<file path="src/rtl/fltadd_pkg.sv">
// Shared types and memory map for the float-add scheduler: FSM states,
// the data-memory byte addresses of the engine mailbox, and the timeout result.
package fltadd_pkg;

  typedef enum logic [2:0] {
    IDLE,
    WRITE,
    START,
    WAIT,
    READ,
    RESP
  } state_t;

  localparam logic [7:0] OPA_HI = 8'd128;
  localparam logic [7:0] OPA_LO = 8'd129;
  localparam logic [7:0] OPB_HI = 8'd130;
  localparam logic [7:0] OPB_LO = 8'd131;
  localparam logic [7:0] RES_HI = 8'd132;
  localparam logic [7:0] RES_LO = 8'd133;

  localparam logic [15:0] ERR_RESULT = 16'hFFFF;

  // Operand byte order in the mailbox: A high, A low, B high, B low.
  function automatic logic [7:0] write_addr(input logic [1:0] bcnt);
    case (bcnt)
      2'd0:    return OPA_HI;
      2'd1:    return OPA_LO;
      2'd2:    return OPB_HI;
      default: return OPB_LO;
    endcase
  endfunction

  function automatic logic [7:0] write_byte(input logic [15:0] a, input logic [15:0] b,
                                            input logic [1:0] bcnt);
    case (bcnt)
      2'd0:    return a[15:8];
      2'd1:    return a[7:0];
      2'd2:    return b[15:8];
      default: return b[7:0];
    endcase
  endfunction

endpackage

</file>
<file path="src/rtl/fltadd_sched_arb.sv">
// Combinational round-robin arbiter: searches from last+1 upward with wrap,
// skipping masked requesters, and returns a one-hot grant plus a valid bit.
module rr_arbiter #(
  parameter int NREQ  = 4,
  parameter int IDX_W = $clog2(NREQ)
) (
  input  logic [NREQ-1:0]  req,
  input  logic [NREQ-1:0]  mask,
  input  logic [IDX_W-1:0] last,
  output logic [NREQ-1:0]  grant,
  output logic             valid
);

  logic [NREQ-1:0]  eligible;
  logic [IDX_W-1:0] idx;

  // NOTE: every variable written here gets a default first; a path that
  // leaves one unassigned would infer a latch.
  always_comb begin
    eligible = req & ~mask;
    grant    = '0;
    valid    = 1'b0;
    idx      = '0;
    for (int k = 1; k <= NREQ; k++) begin
      idx = IDX_W'((int'(last) + k) % NREQ);
      if (!valid && eligible[idx]) begin
        grant[idx] = 1'b1;
        valid      = 1'b1;
      end
    end
  end

endmodule

</file>
<file path="src/rtl/fltadd_sched.sv">
// Shares one float-add engine among NREQ requesters: round-robin grant,
// operand write to the mailbox, start/done handshake with timeout, readback, ack.
module fltadd_sched
  import fltadd_pkg::*;
#(
  parameter int NREQ    = 4,
  parameter int TIMEOUT = 64
) (
  input  logic                  clk,
  input  logic                  reset,
  input  logic [NREQ-1:0]       req,
  input  logic [NREQ-1:0][15:0] opa,
  input  logic [NREQ-1:0][15:0] opb,
  output logic [NREQ-1:0]       ack,
  output logic [15:0]           result,
  output logic                  err,
  output logic                  busy,
  output logic [7:0]            mem_addr,
  output logic                  mem_wr,
  output logic                  mem_rd,
  output logic [7:0]            mem_wdata,
  input  logic [7:0]            mem_rdata,
  output logic                  eng_start,
  input  logic                  eng_done
);

  localparam int IDX_W = $clog2(NREQ);
  localparam int TW    = (TIMEOUT > 1) ? $clog2(TIMEOUT) : 1;
  localparam logic [TW-1:0] TCNT_LAST = TW'(TIMEOUT - 1);

  state_t           state_q, state_d;
  logic [IDX_W-1:0] gidx_q, gidx_d, last_q, last_d, win_idx;
  logic [NREQ-1:0]  mask_q, mask_d, grant, gidx_oh;
  logic             grant_valid;
  logic [15:0]      opa_q, opa_d, opb_q, opb_d;
  logic [1:0]       bcnt_q, bcnt_d, rcnt_q, rcnt_d;
  logic [TW-1:0]    tcnt_q, tcnt_d;
  logic [7:0]       res_hi_q, res_hi_d;

  logic [NREQ-1:0]  ack_d;
  logic [15:0]      result_d;
  logic             err_d, busy_d, mem_wr_d, mem_rd_d, eng_start_d;
  logic [7:0]       mem_addr_d, mem_wdata_d;

  rr_arbiter #(.NREQ(NREQ), .IDX_W(IDX_W)) u_arb (
    .req   (req),
    .mask  (mask_q),
    .last  (last_q),
    .grant (grant),
    .valid (grant_valid)
  );

  always_comb begin
    win_idx = '0;
    for (int i = 0; i < NREQ; i++) begin
      if (grant[i]) win_idx = IDX_W'(i);
    end
  end

  assign gidx_oh = NREQ'(1) << gidx_q;

  // Next state and counters first; the registered outputs are then decoded
  // from the next state so every strobe lines up with the state it belongs to.
  always_comb begin
    state_d  = state_q;
    gidx_d   = gidx_q;
    last_d   = last_q;
    mask_d   = '0;
    opa_d    = opa_q;
    opb_d    = opb_q;
    bcnt_d   = bcnt_q;
    rcnt_d   = rcnt_q;
    tcnt_d   = tcnt_q;
    res_hi_d = res_hi_q;
    result_d = '0;
    err_d    = 1'b0;

    case (state_q)
      IDLE: begin
        if (grant_valid) begin
          gidx_d  = win_idx;
          opa_d   = opa[win_idx];
          opb_d   = opb[win_idx];
          bcnt_d  = '0;
          state_d = WRITE;
        end
      end
      WRITE: begin
        if (bcnt_q == 2'd3) state_d = START;
        else                bcnt_d  = bcnt_q + 2'd1;
      end
      START: begin
        tcnt_d  = '0;
        rcnt_d  = '0;
        state_d = WAIT;
      end
      WAIT: begin
        if (eng_done) begin
          state_d = READ;
        end else if (tcnt_q == TCNT_LAST) begin
          result_d = ERR_RESULT;
          err_d    = 1'b1;
          state_d  = RESP;
        end else begin
          tcnt_d = tcnt_q + 1'b1;
        end
      end
      READ: begin
        // Read data trails the strobe by one cycle.
        if (rcnt_q == 2'd1) res_hi_d = mem_rdata;
        if (rcnt_q == 2'd2) begin
          result_d = {res_hi_q, mem_rdata};
          state_d  = RESP;
        end else begin
          rcnt_d = rcnt_q + 2'd1;
        end
      end
      RESP: begin
        last_d  = gidx_q;
        mask_d  = gidx_oh;
        state_d = IDLE;
      end
      default: state_d = IDLE;
    endcase

    ack_d       = '0;
    mem_wr_d    = 1'b0;
    mem_rd_d    = 1'b0;
    mem_addr_d  = '0;
    mem_wdata_d = '0;
    eng_start_d = 1'b0;
    busy_d      = (state_d != IDLE);

    case (state_d)
      WRITE: begin
        mem_wr_d    = 1'b1;
        mem_addr_d  = write_addr(bcnt_d);
        mem_wdata_d = write_byte(opa_d, opb_d, bcnt_d);
      end
      START: eng_start_d = 1'b1;
      READ: begin
        if (rcnt_d == 2'd0) begin
          mem_rd_d   = 1'b1;
          mem_addr_d = RES_HI;
        end else if (rcnt_d == 2'd1) begin
          mem_rd_d   = 1'b1;
          mem_addr_d = RES_LO;
        end
      end
      RESP:    ack_d = gidx_oh;
      default: ;
    endcase
  end

  // NOTE: sequential state uses non-blocking assignments so every register
  // samples the pre-edge value of the others, independent of statement order.
  always_ff @(posedge clk or negedge reset) begin
    if (!reset) begin
      state_q   <= IDLE;
      gidx_q    <= '0;
      last_q    <= IDX_W'(NREQ - 1);
      mask_q    <= '0;
      opa_q     <= '0;
      opb_q     <= '0;
      bcnt_q    <= '0;
      rcnt_q    <= '0;
      tcnt_q    <= '0;
      res_hi_q  <= '0;
      ack       <= '0;
      result    <= '0;
      err       <= 1'b0;
      busy      <= 1'b0;
      mem_addr  <= '0;
      mem_wr    <= 1'b0;
      mem_rd    <= 1'b0;
      mem_wdata <= '0;
      eng_start <= 1'b0;
    end else begin
      state_q   <= state_d;
      gidx_q    <= gidx_d;
      last_q    <= last_d;
      mask_q    <= mask_d;
      opa_q     <= opa_d;
      opb_q     <= opb_d;
      bcnt_q    <= bcnt_d;
      rcnt_q    <= rcnt_d;
      tcnt_q    <= tcnt_d;
      res_hi_q  <= res_hi_d;
      ack       <= ack_d;
      result    <= result_d;
      err       <= err_d;
      busy      <= busy_d;
      mem_addr  <= mem_addr_d;
      mem_wr    <= mem_wr_d;
      mem_rd    <= mem_rd_d;
      mem_wdata <= mem_wdata_d;
      eng_start <= eng_start_d;
    end
  end

endmodule

</file>
<file path="config.mk">
export PLATFORM = sky130hd
export DESIGN_NAME = fltadd_sched
export DESIGN_NICKNAME = d
export VERILOG_FILES = /design/src/rtl/fltadd_pkg.sv /design/src/rtl/fltadd_sched_arb.sv /design/src/rtl/fltadd_sched.sv
export SDC_FILE = /design/constraint.sdc
export NUM_CORES = 1
export LEC_CHECK = 0
export CAP_MARGIN = 40
export CORE_MARGIN = 10
export CORE_UTILIZATION = 45
export CTS_BUF_LIST = sky130_fd_sc_hd__clkbuf_8 sky130_fd_sc_hd__clkbuf_16
export CTS_CLUSTER_SIZE = 30
export DETAILED_ROUTE_END_ITERATION = 10
export PLACE_DENSITY = 0.84
export SETUP_SLACK_MARGIN = 0.4
export SYNTH_ARGS = -nofsm -noshare
export SYNTH_HDL_FRONTEND = slang
export SYNTH_SLANG_ARGS = --single-unit
export TNS_END_PERCENT = 100
</file>
<file path="constraint.sdc">
create_clock -name clk -period 3.55 [get_ports clk]
set_clock_uncertainty 0.05 [all_clocks]
set_input_delay 0.71 -clock clk [delete_from_list [all_inputs] [get_ports clk]]
set_output_delay 0.71 -clock clk [all_outputs]
set_load 0.01 [all_outputs]
</file>
==> flow_metrics.py <==
metrics = {
    "worst_setup_path": {
        "critPathRequiredTime_ps": 3720,
        "max_stage_delay_ps": 550,
        "crit_buf_inv": 2,
        "regToRegStartpoint": "last_q[1]$_DFFE_PN1P_",
        "cp_cell_sequence": "clkdlybuf4s50_1, nand2b_1, mux4_2, and3_4, o31ai_4, buf_6, nand2_4, a211oi_2, a21oi_2, a2111oi_1",
        "slowest_stage": "mux4_2",
        "cp_num_cells": 10,
        "crit_type": "in -> reg",
        "cp-end-kind": "register",
        "r2r_cells": 9,
        "cp-startpoint": "req[0]",
        "r2r_slack_ps": 430,
        "critPathMaxFanout": 7,
        "arrival_ps": 3340,
        "reg2reg_to": "mem_wdata[1]$_DFF_PN0_",
        "startpoint_type": "primary input",
        "cpLargestDelayFamily": "compound AO/OA/AOI/OAI gates",
        "crit_end": "mem_wdata[1]$_DFF_PN0_",
    },
    "floorplanning": {
        "die-area_mm2": 0.0161,
        "row_count": 39,
        "die_height_um": 127,
        "core-area_mm2": 0.0113,
        "initial_utilization": 0.456,
        "die_width_um": 127,
        "pin_count": 184,
    },
    "detailed_routing": {
        "initialDrtViolationCount": 565,
        "viasPerCell": 5.72,
        "drt_first_pass_iters": 6,
        "num_vias": 4921,
        "routed_wl_mm": 16.9,
        "drc": 0,
        "wl_per_cell_um": 19.6,
        "ant_nets": 0,
    },
    "clock_network": {
        "cts-root-buf": "clkbuf_16",
        "cts_tree": "yes",
        "clockBufferDepth": 2,
        "h-tree-depth": 3,
        "cts_buffers": 9,
        "holdBufCountCts": 0,
        "insertion_delay_ps": 340,
        "cts.reportedPaths.clkPinSlew_ps": 70,
        "clock-sinks": 93,
    },
    "pwr": {
        "p_total_mw": 6.74,
        "power.density_mw_per_mm2": 881,
        "p_leak_nw": 3.47,
        "ir_worst_vdd_uv": 715,
    },
    "timing": {
        "drv_slew": 0,
        "fmax_mhz": 315,
        "finalCriticalPeriod_ps": 3170,
        "fin_tns_setup_ps": 0,
        "slew_headroom": 0.522,
        "hold_violations": 0,
        "tightest_slew_ps": 716,
        "setup_viol": 0,
        "rsz0062_at_grt": "false",
        "fin_crit_sh": 0.893,
    },
    "global_route": {
        "grt_pass1_wl_mm": 25.9,
        "grt_overflow_total": 0,
        "grt_pass1_vias": 5082,
        "grt_use_met2": 0.347,
        "use_met1": 0.223,
        "grt_max_degree": 56,
        "busiest_layer": "met2",
        "grt_use_met3": 0.0517,
        "antenna_found_initial": 0,
        "grt_usage": 0.194,
    },
    "layout": {
        "drive_gt1_frac": 0.139,
        "fin_nets": 867,
        "final_cell_area_mm2": 0.00765,
        "fillers": 870,
        "utilization": 0.676,
        "area_growth_pct": 48.3,
        "num_antenna_cells": 0,
    },
    "synth": {
        "async_reset_ff_frac": 1.00,
        "synth_top_area_share": 0.442,
        "ys_top_cells_by_area": "dfrtp_1 44%, a21oi_1 5.8%, nor2_1 4.9%",
        "synthCells": 528,
        "synthesis.area_mm2": 0.00516,
        "synth_warnings": 0,
        "synth_edf_count": 0,
        "synth-seq-cells": 93,
        "synth_cell_types": 57,
        "ys.flop_type": "dfrtp_1",
        "post-synth-top-area-cell": "dfrtp_1",
        "ys_seq_area_frac": 0.452,
        "synth.avg_cell_area_um2": 9.77,
    },
    "placed_design": {
        "placed_area_mm2": 0.00716,
        "dp_hpwl_mm": 12.4,
        "gp_congestion": 0.865,
        "port_buffers": 179,
    },
    "worst_hold_path": {
        "hp-class": "in -> async",
    },
    "run": {
        "drv_cap": 0,
    },
    "run_status": {
        "status": "finished clean",
    },
}
[worst min-delay path by stage]
stage / from / to / slack (ps)
finish: reset / tcnt_q[2]$_DFFE_PN0P_ / 360
global route: reset / result[10]$_DFF_PN0_ / 420
CTS: reset / tcnt_q[2]$_DFFE_PN0P_ / 380
detailed placement: res_hi_q[5]$_DFFE_PN0P_ / result[13]$_DFF_PN0_ / 410
global placement: res_hi_q[7]$_DFFE_PN0P_ / result[15]$_DFF_PN0_ / 400
floorplan: reset / ack[0]$_DFF_PN0_ / 360
[per-layer routing]
layer  up-vias  routed length, µm
met2       225               8840
met3        35               1360
met5         -                  0
li1       2265                  -
met4         0                282
met1      2396               6430
[per-stage QoR]
step                      hold WS, ps  setup WS [ps]  std cells
after floorplan                   364            482        531
after global placement            403            194        836
after detailed placement          409           21.2        837
after CTS                         383            404        855
after global routing              415            308        861
final                             359            379        861
[logic make-up after synthesis]
| group | share of synthesized area |
|---|---|
| AO/OA/AOI/OAI | 0.226 |
| AND/OR/NAND/NOR | 0.150 |
| flip-flops | 0.452 |
| buffers and inverters | 0.0449 |
| multiplexers | 0.0953 |
| adder cells (fa/ha/maj) | 0.0267 |
| XOR/XNOR | 0.00510 |
| other | 0.000727 |
[cell type report]
class	instances	area [µm²]	area share
inverter	16	60.1	0.00785
tap	143	179	0.0234
clock buffer	9	225	0.0295
multi-input combinational	386	2710	0.355
timing repair buffer	207	2080	0.272
clock inverter	7	63.8	0.00834
sequential	93	2330	0.305
[synthesized netlist by cell type (all sizes together) (2+ instances only)]
cell and count:
a2111oi 3, a211o 21, a211oi 14, a21o 17, a21oi 60, a221oi 5, a22o 5, a311oi 3
a31o 3, a31oi 2, and2 8, and3 4, buf 14, clkbuf 22, dfrtp 91, dfstp 2
ha 11, inv 16, mux2 16, mux2i 24, mux4 3, nand2 18, nand2b 9, nand3 20
nand3b 2, nor2 68, nor2b 11, nor3 8, nor3b 4, nor4 4, o21a 2, o21ai 19
o22ai 2, o31ai 2, or2 3, xor2 2
[cell usage in the layout (no fill, tap or decap), types with 7 or more instances in the layout]
| cell type | instances |
|---|---|
| buf_4 | 21 |
| nand2b_1 | 9 |
| a21o_1 | 17 |
| nor3_1 | 8 |
| nand3_1 | 20 |
| clkbuf_16 | 11 |
| mux2i_1 | 24 |
| and2_1 | 7 |
| dfrtp_1 | 91 |
| a211oi_1 | 10 |
| mux2_2 | 15 |
| a211o_1 | 21 |
| o21ai_1 | 8 |
| a21oi_1 | 58 |
| nand2_1 | 16 |
| inv_1 | 14 |
| o21ai_0 | 11 |
| nor2b_1 | 9 |
| ha_1 | 11 |
| nor2_1 | 68 |
| clkdlybuf4s50_1 | 178 |
[state kept, by name (all words and copies together) (netlist names), 2 cells and up]
register   cells
mem_wdata      8
state_q        3
result        16
tcnt_q         6
gidx_q         2
last_q         2
opa_q         11
bcnt_q         2
mem_addr       4
rcnt_q         2
res_hi_q       8
opb_q         16
ack            4
mask_q         4
[power by group]
part           internal [mW]  leakage, nW  switching [mW]  total [mW]
clock network          0.492        0.142           0.444       0.936
registers               1.41         1.18           0.216        1.63
logic                   1.90         2.15            2.27        4.17
[repair_timing]
item,CTS,global route
setup buffers,2,4
endpoints found under the setup margin,30,34
pin swaps,0,2
resized for setup,3,22
gates cloned,0,2
No activity file was read; power rests on OpenSTA's default activity.
==> RTL change 1: new RTL, same settings <==
Set the parameter `TIMEOUT` to 128 (it was 64).
--- a/src/rtl/fltadd_sched.sv
+++ b/src/rtl/fltadd_sched.sv
@@ -4,7 +4,7 @@
   import fltadd_pkg::*;
 #(
   parameter int NREQ    = 4,
-  parameter int TIMEOUT = 64
+  parameter int TIMEOUT = 128
 ) (
   input  logic                  clk,
   input  logic                  reset,
Check against the original RTL: no difference found for any inputs over 10 cycles, from zero or initial values and one cycle with reset low; that may be too few to reach the edited logic, so the function may still have changed.
==> RTL change 1 against the original RTL <==
- routed wire length rose by 20%
- total power rose by 52%
- highest routed layer unchanged
- final cell count fell by 1.0%
- setup slack got worse by 0.074 ns
- sequential cell count rose by 6
- final area rose by 13%
- sequential power rose by 13%
- largest cell class unchanged
- area after synthesis rose by 3.8%
- non-clock buffer count rose by 16
==> RTL change 1: results (changes against the original RTL) <==
global-route track usage on met2 = 0.391 (+0.0442)
initial antenna violation count = 1 (+1)
Clock Latency Late Sink = 0.36 ns (+0.02 ns)
Ys Warns = 0 (unchanged)
share of cells above drive strength 1 = 0.243 (+0.104)
biggest registers after layout = opa_q (16), opb_q (16), result (16)
DP Worst Slack = -0.105 ns (-0.126 ns)
Tot GR Track Use = 0.219 (+0.0251)
Cells after Synth = 509 (-3.6%)
HPWL after DPL = 13700 µm (+10%)
Post-Layout Cell Count = 852 (-1.0%)
number of DRC markers in iteration 0 = 421 (-25%)
complex-gate fraction of the synthesized area = 0.233 (+0.00725)
Routability Congestion = 0.893 (+3.3%)
first-pass GRT wire length = 28800 µm (+11%)
leakage = 3.70 nW (+6.7%)
Post-Synth XOR/XNOR Area = 0.00655 (+0.00145)
CTS clk-pin slew, worst paths = 0.07 ns (about the same)
sequential fraction of the synthesis area = 0.463 (+0.0117)
WL/cell = 23.7 µm (+21%)
vias in the first global route = 5432 (+6.9%)
Slew headroom = 0.544 (+0.0229)
GR met1 Demand/Resource = 0.238 (+0.0148)
Area contributors post-synth = dfrtp_1 45%, a221oi_1 4.6%, nor2_1 4.3%, nor3_1 3.6%, mux2i_1 3.0%
M3 GR Usage = 0.0701 (+0.0185)
fin nets = 857 (-1.2%)
dpl cells = 819 (-2.2%)
peak fanout along the critical path = 8 (+1)
mux share of post-synthesis cell area = 0.0573 (-0.0381)
status = finished, final reports clean
Peak supply drop = 0.00106 V (+48%)
largest net degree at the start of global routing = 53 (-5.4%)
Commonest cells post-synth = 97 x dfrtp_1, 61 x nor2_1, 38 x nor3_1
DP Area = 7610 µm² (+6.3%)
post-synthesis adder-cell area fraction = 0.0257 (-0.000967)
Distinct cells, synth = 70 (+23%)
-- RTL change 1: cell families (layout without fill, tap and decap cells) --
family / count (synthesis) / count (layout)
other cells: 1 / 5
mux: 28 / 28
fa+ha+maj: 11 / 11
buf+inv: 51 / 247
flops: 99 / 99
xor+xnor: 4 / 4
compound gates: 143 / 143
simple gates: 172 / 172
-- RTL change 1: worst paths after layout --
path	startpoint	end	slack (ns)	cells past startpoint
max in group asynchronous	reset	last_q[0]	2.28	2
worst min register to register	res_hi_q[5]	result[13]	0.43	1
worst max register to register	last_q[1]	mem_wdata[4]	0.30	11
worst max-delay path	last_q[1]	mem_wdata[4]	0.30	11
min in group clk	res_hi_q[5]	result[13]	0.43	1
worst min-delay path	reset	tcnt_q[4]	0.34	1
-- RTL change 1: final cells by class --
type                       instances  area, µm²
multi-input combinational        362       3250
tap                              143        179
timing repair buffer             223       2380
clock buffer                       9        225
sequential                        99       2480
clock inverter                     7        106
fill                             689       2860
antenna                            1       2.50
inverter                           8       35.0
-- RTL change 1: what timing repair did --
| action | in CTS | in global routing |
|---|---|---|
| endpoints found under the setup margin | 41 | 42 |
| setup buffers | 4 | 6 |
| pin swaps | 26 | 34 |
| cloned | 3 | 3 |
| gates resized for setup | 41 | 60 |
-- RTL change 1: layer usage --
layer,vias to the layer above,part of all wire
met1,2650,0.37
li1,2329,-
met4,0,0.027
met3,35,0.070
met5,-,0
met2,210,0.53
-- RTL change 1: power by group --
group	total (mW)	switching, mW	internal (mW)
logic	7.32	3.99	3.33
registers	1.84	0.296	1.55
clock network	1.09	0.464	0.630
total	10.3	4.75	5.50
-- RTL change 1: critical path, cell delays in order (launching register included) --
cell,delay [ns]
dfstp_2,0.56
inv_4,0.06
ha_4,0.29
buf_4,0.11
mux4_2,0.56
nor3_2,0.27
o31ai_2,0.11
and3_1,0.22
and2_1,0.19
buf_12,0.16
a2111oi_4,0.43
nor3_2,0.10
==> RTL change 2: new RTL, same settings <==
Made on the original files. Reset style: synchronous (`reset`), changed in one clocked block.
--- a/src/rtl/fltadd_sched.sv
+++ b/src/rtl/fltadd_sched.sv
@@ -154,7 +154,7 @@
 
   // NOTE: sequential state uses non-blocking assignments so every register
   // samples the pre-edge value of the others, independent of statement order.
-  always_ff @(posedge clk or negedge reset) begin
+  always_ff @(posedge clk) begin
     if (!reset) begin
       state_q   <= IDLE;
       gidx_q    <= '0;
Check against the original RTL: differs if reset is asserted again (counterexample within 4 cycles, from zero or initial values and one cycle with reset low); with reset held inactive, the same outputs for 10 cycles.
==> RTL change 2 against the original RTL <==
- fmax up 1.9%
- routed wire length increased by 11%
- setup slack better by 0.060 ns
- final area about the same
- area after synthesis grew 4.5%
- sequential cell count increased by 5
- sequential share of layout area is 4.8 points lower
- highest routed layer unchanged
Power is not compared: it rests on default switching activity, and its combinational part moved more than twofold at a synthesized area within 25%.
==> RTL change 2: results (changes against the original RTL) <==
status = finished, final reports clean
complex-gate fraction of the synthesized area = 0.310 (+0.0837)
Via-to-Cell Ratio = 6.06 (+6.1%)
M3 GR Usage = 0.0738 (+0.0221)
Distinct cells, synth = 69 (+21%)
largest net degree at the start of global routing = 64 (+14%)
Post-Synth XOR/XNOR Area = 0.00650 (+0.00141)
met2 WL = 8690 µm (-1.7%)
WL met3 = 1800 µm (+32%)
DP Area = 7230 µm² (+0.96%)
first-pass GRT wire length = 29000 µm (+12%)
DP Worst Slack = 0.113 ns (+0.0917 ns)
worst r2r src = last_q[0]
WP data arrival = 3.30 ns (-0.04 ns)
mux share of post-synthesis cell area = 0.0585 (-0.0368)
post-synthesis adder-cell area fraction = 0.0255 (-0.00114)
vias in the first global route = 5811 (+14%)
wl on met1 = 7690 µm (+20%)
global-route track usage on met2 = 0.345 (-0.00210)
Slew headroom = 0.479 (-0.0429)
number of DRC markers in iteration 0 = 421 (-25%)
dominant synthesized flop cell = dfxtp_1
dpl cells = 915 (+9.3%)
sequential fraction of the synthesis area = 0.364 (-0.0876)
biggest registers after layout = opa_q (16), opb_q (16), result (16)
Tot GR Track Use = 0.211 (+0.0177)
crit path from = req[2]
Pre-antenna DRT Iters = 5 (-1)
Routability Congestion = 0.865 (about the same)
share of cells above drive strength 1 = 0.0909 (-0.0484)
HPWL after DPL = 13500 µm (+8.8%)
Commonest cells post-synth = 98 x dfxtp_1, 83 x a21oi_1, 54 x nand2_1
-- RTL change 2: cell types whose count changed in the layout (fill, tap and decap cells not counted), moves of 10 or more --
cell	unedited run	this run
dfxtp_1	0	98
a211o_1	21	2
a211oi_1	10	20
nand2_1	16	54
a21o_1	17	0
a21oi_1	58	83
o2bb2ai_1	0	17
a311o_1	0	12
o41ai_1	0	14
nor2_1	68	40
dfrtp_1	91	0
o21ai_0	11	36
mux2_2	15	0
-- RTL change 2: final cells by class --
type                            count  area, µm²
Timing Repair Buffer              200       2020
Sequential cell                    98       1960
Clock buffer                        9        225
Multi-Input combinational cell    470       3170
Clock inverter                      6       48.8
Inverter                            9       33.8
Tap cell                          143        179
Fill cell                         922       3920
-- RTL change 2: repair_timing --
action / in CTS / in global routing
resized for setup: 0 / 12
endpoints found under the setup margin: 0 / 41
hold buffers: 0 / 0
setup buffers: 0 / 3
-- RTL change 2: worst max-delay path: stages --
cell	delay (ns)
clkdlybuf4s50_1	0.48
or2b_1	0.30
mux4_2	0.63
o22ai_2	0.34
and2_2	0.52
a311o_1	0.25
a21oi_1	0.06
-- RTL change 2: worst paths after layout --
check                      to  slack, ns  depth (start not counted)
hold reg to reg   res_hi_q[7]       0.41                          2
hold / removal    res_hi_q[7]       0.41                          2
setup / recovery     opb_q[1]       0.44                          7
setup reg to reg     opb_q[1]       0.57                          8
-- RTL change 2: power groups by stage --
stage	Combinational [mW]	Sequential, mW	Clock [mW]
2_1_floorplan	0.349	1.23	0
3_3_place_gp	0.609	1.25	0
3_5_place_dp	0.619	1.25	0
4_1_cts	0.624	1.22	0.916
5_1_grt	0.708	1.23	0.964
6_report	0.654	1.23	0.915
